$ cat src/rtl/osd_pkg.sv
// Shared constants and types for the digit overlay OSD: glyph geometry,
// default colours, and the coordinate and bounding-box types.
package osd_pkg;
    localparam int GLYPH_W     = 5;
    localparam int GLYPH_H     = 7;
    localparam int GLYPH_SCALE = 2;

    localparam logic [7:0]  NO_DIGIT  = 8'hFF;
    localparam logic [7:0]  MAX_DIGIT = 8'd9;

    localparam logic [23:0] DEF_BOX_COLOR   = 24'hFF0000;
    localparam logic [23:0] DEF_GLYPH_COLOR = 24'h00FF00;

    localparam int COORD_W = 11;
    typedef logic [COORD_W-1:0] coord_t;
    localparam coord_t COORD_MAX = '1;

    typedef struct packed {
        coord_t x_min;
        coord_t x_max;
        coord_t y_min;
        coord_t y_max;
        logic   valid;
    } box_t;

    // Increment that sticks at the top of the coordinate range.
    function automatic coord_t sat_inc(input coord_t v);
        return (v == COORD_MAX) ? v : v + 1'b1;
    endfunction
endpackage

$ cat src/rtl/digit_font_rom.sv
// 5x7 digit font with a registered output. The address is {digit, row};
// row 7 and any digit code above 9 read back as blank.
module digit_font_rom
    import osd_pkg::*;
(
    input  logic               clk,
    input  logic               rst_n,
    input  logic [6:0]         addr,
    output logic [GLYPH_W-1:0] data
);
    logic [GLYPH_W*GLYPH_H-1:0] glyph;
    logic [GLYPH_W-1:0]         row_bits;

    // Rows are packed top row first; bit 4 of each row is the leftmost pixel.
    always_comb begin
        case (addr[6:3])
            4'd0:    glyph = {5'h0E, 5'h11, 5'h13, 5'h15, 5'h19, 5'h11, 5'h0E};
            4'd1:    glyph = {5'h04, 5'h0C, 5'h04, 5'h04, 5'h04, 5'h04, 5'h0E};
            4'd2:    glyph = {5'h0E, 5'h11, 5'h01, 5'h02, 5'h04, 5'h08, 5'h1F};
            4'd3:    glyph = {5'h1F, 5'h02, 5'h04, 5'h02, 5'h01, 5'h11, 5'h0E};
            4'd4:    glyph = {5'h02, 5'h06, 5'h0A, 5'h12, 5'h1F, 5'h02, 5'h02};
            4'd5:    glyph = {5'h1F, 5'h10, 5'h1E, 5'h01, 5'h01, 5'h11, 5'h0E};
            4'd6:    glyph = {5'h06, 5'h08, 5'h10, 5'h1E, 5'h11, 5'h11, 5'h0E};
            4'd7:    glyph = {5'h1F, 5'h01, 5'h02, 5'h04, 5'h08, 5'h08, 5'h08};
            4'd8:    glyph = {5'h0E, 5'h11, 5'h11, 5'h0E, 5'h11, 5'h11, 5'h0E};
            4'd9:    glyph = {5'h0E, 5'h11, 5'h11, 5'h0F, 5'h01, 5'h02, 5'h0C};
            default: glyph = '0;
        endcase
        row_bits = '0;
        if (addr[2:0] != 3'd7)
            row_bits = GLYPH_W'(glyph >> (GLYPH_W * (GLYPH_H - 1 - int'(addr[2:0]))));
    end

    always_ff @(posedge clk or negedge rst_n) begin
        if (!rst_n) data <= '0;
        else        data <= row_bits;
    end
endmodule

$ cat src/rtl/digit_overlay_osd.sv
// Overlays the recognition bounding box and a 2x-scaled glyph of the
// frame-stabilised digit onto the video stream, with a fixed 2-cycle latency.
module digit_overlay_osd
    import osd_pkg::*;
#(
    parameter int          STABLE_FRAMES = 3,
    parameter int          LINE_W        = 2,
    parameter logic [23:0] BOX_COLOR     = DEF_BOX_COLOR,
    parameter logic [23:0] GLYPH_COLOR   = DEF_GLYPH_COLOR
) (
    input  logic        clk,
    input  logic        rst_n,
    input  logic        hsync_i,
    input  logic        vsync_i,
    input  logic        de_i,
    input  logic [23:0] data_i,
    input  logic [10:0] x_min,
    input  logic [10:0] x_max,
    input  logic [10:0] y_min,
    input  logic [10:0] y_max,
    input  logic        box_valid,
    input  logic [7:0]  number_i,
    output logic        hsync_o,
    output logic        vsync_o,
    output logic        de_o,
    output logic [23:0] data_o,
    output logic [7:0]  number_o,
    output logic        number_valid
);
    localparam logic [3:0]  STABLE_CNT = 4'(STABLE_FRAMES);
    localparam logic [11:0] LW         = 12'(LINE_W);
    localparam logic [11:0] GW_PIX     = 12'(GLYPH_W * GLYPH_SCALE);
    localparam logic [11:0] GH_PIX     = 12'(GLYPH_H * GLYPH_SCALE);
    localparam int          SCALE_SH   = $clog2(GLYPH_SCALE);

    logic       vsync_d, frame_start;
    box_t       box_in, box_q, box_cur;
    logic [7:0] cand_q;
    logic [3:0] count_q, count_next;
    coord_t     px_q, py_q, py_cur;

    assign frame_start = vsync_i & ~vsync_d;
    assign box_in      = {x_min, x_max, y_min, y_max, box_valid};
    // A pixel coinciding with the frame-start edge already sees the new frame.
    assign box_cur     = frame_start ? box_in : box_q;
    assign py_cur      = frame_start ? '0 : py_q;

    // NOTE: every variable written here gets a value on every path, so no latch is inferred.
    always_comb begin
        count_next = 4'd1;
        if (number_i == cand_q)
            count_next = (count_q >= STABLE_CNT) ? STABLE_CNT : count_q + 4'd1;
    end

    // NOTE: non-blocking assignments throughout, so every register samples pre-edge values.
    always_ff @(posedge clk or negedge rst_n) begin
        if (!rst_n) begin
            vsync_d      <= 1'b0;
            box_q        <= '0;
            cand_q       <= NO_DIGIT;
            count_q      <= '0;
            number_o     <= '0;
            number_valid <= 1'b0;
        end else begin
            vsync_d <= vsync_i;
            if (frame_start) begin
                box_q   <= box_in;
                cand_q  <= number_i;
                count_q <= count_next;
                if (count_next == STABLE_CNT) begin
                    if (number_i <= MAX_DIGIT) begin
                        number_o     <= number_i;
                        number_valid <= 1'b1;
                    end else begin
                        number_valid <= 1'b0;
                    end
                end
            end
        end
    end

    logic        hsync_1, vsync_1, de_1;
    logic [23:0] data_1;

    always_ff @(posedge clk or negedge rst_n) begin
        if (!rst_n) begin
            px_q <= '0;
            py_q <= '0;
        end else begin
            px_q <= de_i ? sat_inc(px_q) : '0;
            if (frame_start)       py_q <= '0;
            else if (de_1 && !de_i) py_q <= sat_inc(py_q);
        end
    end

    // Stage 1: geometry on 12-bit values so the edge sums cannot wrap.
    logic [11:0] x_e, y_e, xmn_e, xmx_e, ymn_e, ymx_e, gy_e, dx, dy;
    logic        box_ok, in_box, on_edge, in_glyph;
    logic [6:0]  rom_addr;
    logic [2:0]  col;

    assign x_e   = {1'b0, px_q};
    assign y_e   = {1'b0, py_cur};
    assign xmn_e = {1'b0, box_cur.x_min};
    assign xmx_e = {1'b0, box_cur.x_max};
    assign ymn_e = {1'b0, box_cur.y_min};
    assign ymx_e = {1'b0, box_cur.y_max};

    assign box_ok  = box_cur.valid && (xmn_e <= xmx_e) && (ymn_e <= ymx_e);
    assign in_box  = (x_e >= xmn_e) && (x_e <= xmx_e) && (y_e >= ymn_e) && (y_e <= ymx_e);
    assign on_edge = (x_e < xmn_e + LW) || (x_e + LW > xmx_e) ||
                     (y_e < ymn_e + LW) || (y_e + LW > ymx_e);

    // The glyph sits above the box when there is room, otherwise just below it.
    assign gy_e     = (ymn_e >= 12'd16) ? ymn_e - 12'd16 : ymx_e + 12'd2;
    assign dx       = x_e - xmn_e;
    assign dy       = y_e - gy_e;
    assign in_glyph = (x_e >= xmn_e) && (dx < GW_PIX) && (y_e >= gy_e) && (dy < GH_PIX);
    assign col      = 3'(dx >> SCALE_SH);
    assign rom_addr = {number_o[3:0], 3'(dy >> SCALE_SH)};

    logic [GLYPH_W-1:0] rom_data, rom_shifted;
    logic               box_hit_1, glyph_en_1, glyph_px;
    logic [2:0]         col_1;

    digit_font_rom u_rom (
        .clk   (clk),
        .rst_n (rst_n),
        .addr  (rom_addr),
        .data  (rom_data)
    );

    always_ff @(posedge clk or negedge rst_n) begin
        if (!rst_n) begin
            hsync_1    <= 1'b0;
            vsync_1    <= 1'b0;
            de_1       <= 1'b0;
            data_1     <= '0;
            box_hit_1  <= 1'b0;
            glyph_en_1 <= 1'b0;
            col_1      <= '0;
        end else begin
            hsync_1    <= hsync_i;
            vsync_1    <= vsync_i;
            de_1       <= de_i;
            data_1     <= data_i;
            box_hit_1  <= box_ok && in_box && on_edge;
            glyph_en_1 <= number_valid && box_ok && in_glyph;
            col_1      <= col;
        end
    end

    // Stage 2: shifting left by col brings font bit [4-col] to the MSB.
    assign rom_shifted = rom_data << col_1;
    assign glyph_px    = glyph_en_1 & rom_shifted[GLYPH_W-1];

    always_ff @(posedge clk or negedge rst_n) begin
        if (!rst_n) begin
            hsync_o <= 1'b0;
            vsync_o <= 1'b0;
            de_o    <= 1'b0;
            data_o  <= '0;
        end else begin
            hsync_o <= hsync_1;
            vsync_o <= vsync_1;
            de_o    <= de_1;
            if (de_1 && glyph_px)       data_o <= GLYPH_COLOR;
            else if (de_1 && box_hit_1) data_o <= BOX_COLOR;
            else                        data_o <= data_1;
        end
    end
endmodule
$ cat config.mk
export PLATFORM = sky130hd
export DESIGN_NAME = digit_overlay_osd
export DESIGN_NICKNAME = d
export VERILOG_FILES = /design/src/rtl/osd_pkg.sv /design/src/rtl/digit_font_rom.sv /design/src/rtl/digit_overlay_osd.sv
export SDC_FILE = /design/constraint.sdc
export NUM_CORES = 1
export LEC_CHECK = 0
export BUFFER_PORTS_ARGS = -buffer_cell sky130_fd_sc_hd__buf_2
export CAP_MARGIN = 15
export CORE_MARGIN = 1
export CORE_UTILIZATION = 61
export CTS_CLUSTER_DIAMETER = 50
export DETAILED_ROUTE_END_ITERATION = 16
export PLACE_DENSITY = 0.82
export SLEW_MARGIN = 25
export SYNTH_ARGS = -nofsm -noshare
export SYNTH_HDL_FRONTEND = slang
export SYNTH_HIERARCHICAL = 1
export SYNTH_SLANG_ARGS = --single-unit
$ cat constraint.sdc
create_clock -name clk -period 8.06 [get_ports clk]
set_clock_uncertainty 0.05 [all_clocks]
set_input_delay 1.209 -clock clk [delete_from_list [all_inputs] [get_ports clk]]
set_output_delay 1.209 -clock clk [all_outputs]
set_load 0.01 [all_outputs]
==> impl_metrics.py <==
metrics = {
    "synth": {
        "synth_cell_type_count": 90,
        "async_flop_share": 1.00,
        "synth_top_area_cell": "dfrtp_1",
        "netlist_top_cells_area": "dfrtp_1, ha_1, nand2_1, mux2i_1, xnor2_1",
        "yosysTopAreaCellShare": 0.301,
        "ys.flop_type": "dfrtp_1",
        "syn_area_per_cell_um2": 8.82,
        "syn_inst": 1360,
        "synth_nets": 1582,
        "synth-seq-area-share": 0.318,
        "synth_edf_count": 0,
        "synth_seq_cells": 152,
        "synth_warnings": 6,
        "syn_area_um2": 12000,
    },
    "drt": {
        "drcViolationCount": 0,
        "ant_nets": 0,
        "wirelength_mm": 33.3,
        "via_count": 10900,
        "vias_per_cell": 6.35,
        "drt_iter0_drc": 949,
        "wl_per_cell_um": 19.3,
        "firstDrtPassIters": 5,
    },
    "pwr": {
        "p_leak_nw": 6.46,
        "power.switching_w": 0.00186,
        "comb_power_share": 0.562,
        "clkPwrFrac": 0.211,
        "p_seq_frac": 0.227,
        "ir_drop_uv": 241,
        "switching_share": 0.473,
        "p_int_w": 0.00207,
        "p_per_area_nw_per_um2": 295,
    },
    "sta": {
        "rsz0062_at_grt": "false",
        "finalSetupTns_ns": 0,
        "final-hold-violation-count": 0,
        "worst-slew-pin-transition_ns": 0.886,
        "clock.fmax_mhz": 149,
        "slew-limit-headroom": 0.393,
        "setup_viol": 0,
        "min_period_over_period": 0.835,
        "period_minus_slack_ns": 6.73,
        "finalMaxSlewViolations": 0,
        "whs_ns": 0.305,
    },
    "cts": {
        "cts_setup_buffers": 0,
        "path_clk_slew_ns": 0.07,
        "clock_path_buffers": 2,
        "post_cts_resized": 0,
        "clock_latency_ns": 0.44,
        "cts_sinks": 152,
        "root_buffer": "clkbuf_16",
        "tritoncts": "yes",
        "htreeDepth": 4,
        "postCtsHoldBufs": 0,
        "cts_buffers": 17,
    },
    "setup_path": {
        "path_class": "in2reg",
        "reg2reg_depth": 20,
        "arrival_ns": 7.02,
        "worstPathRequired_ns": 8.36,
        "r2r_start": "vsync_1",
        "critPathLaunch": "vsync_i",
        "start_kind": "input port",
        "worst-path-max-fanout": 27,
        "end_kind": "flop",
    },
    "grt": {
        "antenna_found_initial": 0,
        "grt_pass1_wl_mm": 54.3,
        "grt_pass1_vias": 10500,
        "grt_start_max_net_pins": 90,
        "grt_usage": 0.345,
        "grt_overflow_total": 0,
    },
    "run": {
        "max_cap_viol_count": 0,
    },
    "final_layout": {
        "drive_gt1_frac": 0.135,
        "final_common_cell": "nand2_1",
        "fin_nets": 1673,
        "nFillCells": 1498,
        "antenna_cells": 0,
        "final_cell_mix": "nand2_1, dfrtp_1, ha_1",
        "syn2layout_area_growth_pct": 11.2,
    },
    "floorplanning": {
        "start_util": 0.633,
        "pin_count": 118,
        "die_x_um": 142,
        "die_area_um2": 20200,
        "core_area_um2": 19000,
        "fp.dieH_um": 142,
        "num_rows": 50,
    },
    "hold_path": {
        "hp-class": "reg2reg",
        "worstHoldStart": "hsync_1",
        "hold_depth": 0,
    },
    "placement": {
        "gp_congestion": 1.00,
        "portBuffers": 117,
        "dp_hpwl_mm": 24.9,
    },
    "outcome": {
        "outcome": "finished, final reports clean",
    },
}
-- Yosys cell counts, types with 5 or more instances --
cell,n
o31ai_1,7
and4_1,6
or3_1,8
dfstp_2,8
nand4b_1,5
ha_1,136
nand2_1,147
o31a_1,5
nor2b_1,16
mux2_2,9
o211ai_1,12
o21ai_0,62
o2111ai_1,7
buf_2,14
a31oi_1,21
a211oi_1,17
xnor2_1,46
nand4_1,27
o22ai_1,5
and2_1,16
nor3b_1,5
nand3_1,47
xor2_1,22
nor4b_1,5
dfrtp_1,144
a21o_1,14
nor4_1,20
a211o_1,7
nand3b_1,5
inv_1,73
nor3_1,27
a21oi_1,73
mux2i_1,54
clkbuf_1,32
nand2b_1,26
o21a_1,21
nor2_1,102
and3_1,17
-- area by class of cell --
cell class              count  area (µm²)  area share
multi-input cells        1077        7620       0.571
flip-flops and latches    152        3810       0.286
repair buffers            128         674      0.0506
clock buffers              17         425      0.0319
well taps                 260         325      0.0244
inverters                  75         282      0.0211
clock inverters            15         200      0.0150
-- worst max-delay path: stages --
cell	delay (ns)
buf_2	0.14
nand2b_4	0.12
mux2i_1	0.54
ha_1	0.33
nand4bb_1	0.16
or2_0	0.23
buf_4	0.20
a21oi_1	0.16
ha_1	0.17
inv_1	0.05
fa_1	0.44
xor2_1	0.49
ha_1	0.34
buf_4	0.23
inv_1	0.35
a21o_1	0.19
fa_1	0.59
inv_1	0.21
o311ai_0	0.14
or4_1	0.56
a31oi_1	0.16
-- flip-flops by register name, indices dropped and copies added, names as in the netlist --
register / cells
vsync_o: 1
de_o: 1
glyph_en_1: 1
hsync_1: 1
box_q: 45
py_q: 11
de_1: 1
number_o: 8
vsync_1: 1
cand_q: 8
number_valid: 1
data_1: 24
data_o: 24
hsync_o: 1
col_1: 3
u_rom/data: 5
box_hit_1: 1
px_q: 11
count_q: 4
-- per-layer routing --
| metal | vias up | GRT usage | share of wire |
|---|---|---|---|
| met2 | 548 | 0.545 | 0.45 |
| met1 | 5216 | 0.487 | 0.45 |
| met5 | - | 0 | 0 |
| met4 | 0 | 0.102 | 0.020 |
| met3 | 66 | 0.0525 | 0.084 |
| li1 | 5115 | - | - |
-- worst paths after layout --
check	slack, ns	endpoint
worst max register to register	1.71	u_rom/data[4]
min in group asynchronous	0.78	data_o[9]
max in group asynchronous	5.86	px_q[5]
worst min register to register	0.31	hsync_o
worst min-delay path	0.31	hsync_o
worst max-delay path	1.33	u_rom/data[4]
-- cells by family after synthesis --
kind of cell               after synthesis  synth area share
xor gates and xnor gates                68            0.0497
buffers and inverters                  131            0.0466
AOI/OAI and AO/OA                      307             0.171
DFF                                    152             0.318
and+or+nand+nor                        497             0.209
adders and majority gates              140             0.149
muxes                                   65            0.0573
-- through the flow --
| step | instance area, µm² | std cells | utilization | setup WS [ns] | total power [W] |
|---|---|---|---|---|---|
| 2_1_floorplan | 12000 | 1360 | - | 1.65 | 0.00249 |
| 3_3_place_gp | 12700 | 1692 | 0.671 | 1.21 | 0.00305 |
| 3_5_place_dp | 12700 | 1692 | 0.671 | 1.06 | 0.00304 |
| 4_1_cts | 13300 | 1724 | 0.704 | 1.47 | 0.00389 |
| 5_1_grt | 13300 | 1724 | 0.704 | 1.01 | 0.00419 |
| 6_report | 13300 | 1724 | 0.704 | 1.33 | 0.00393 |
-- power by group through the flow --
stage / Combinational, W / Clock [W] / Sequential, W
finish: 0.00221 / 0.000828 / 0.000892
floorplan: 0.00159 / 0 / 0.000894
detailed placement: 0.00213 / 0 / 0.000905
CTS: 0.00215 / 0.000839 / 0.000892
global route: 0.00241 / 0.000874 / 0.000899
global placement: 0.00214 / 0 / 0.000903
Note: power is estimated with default switching activity, not from simulation.
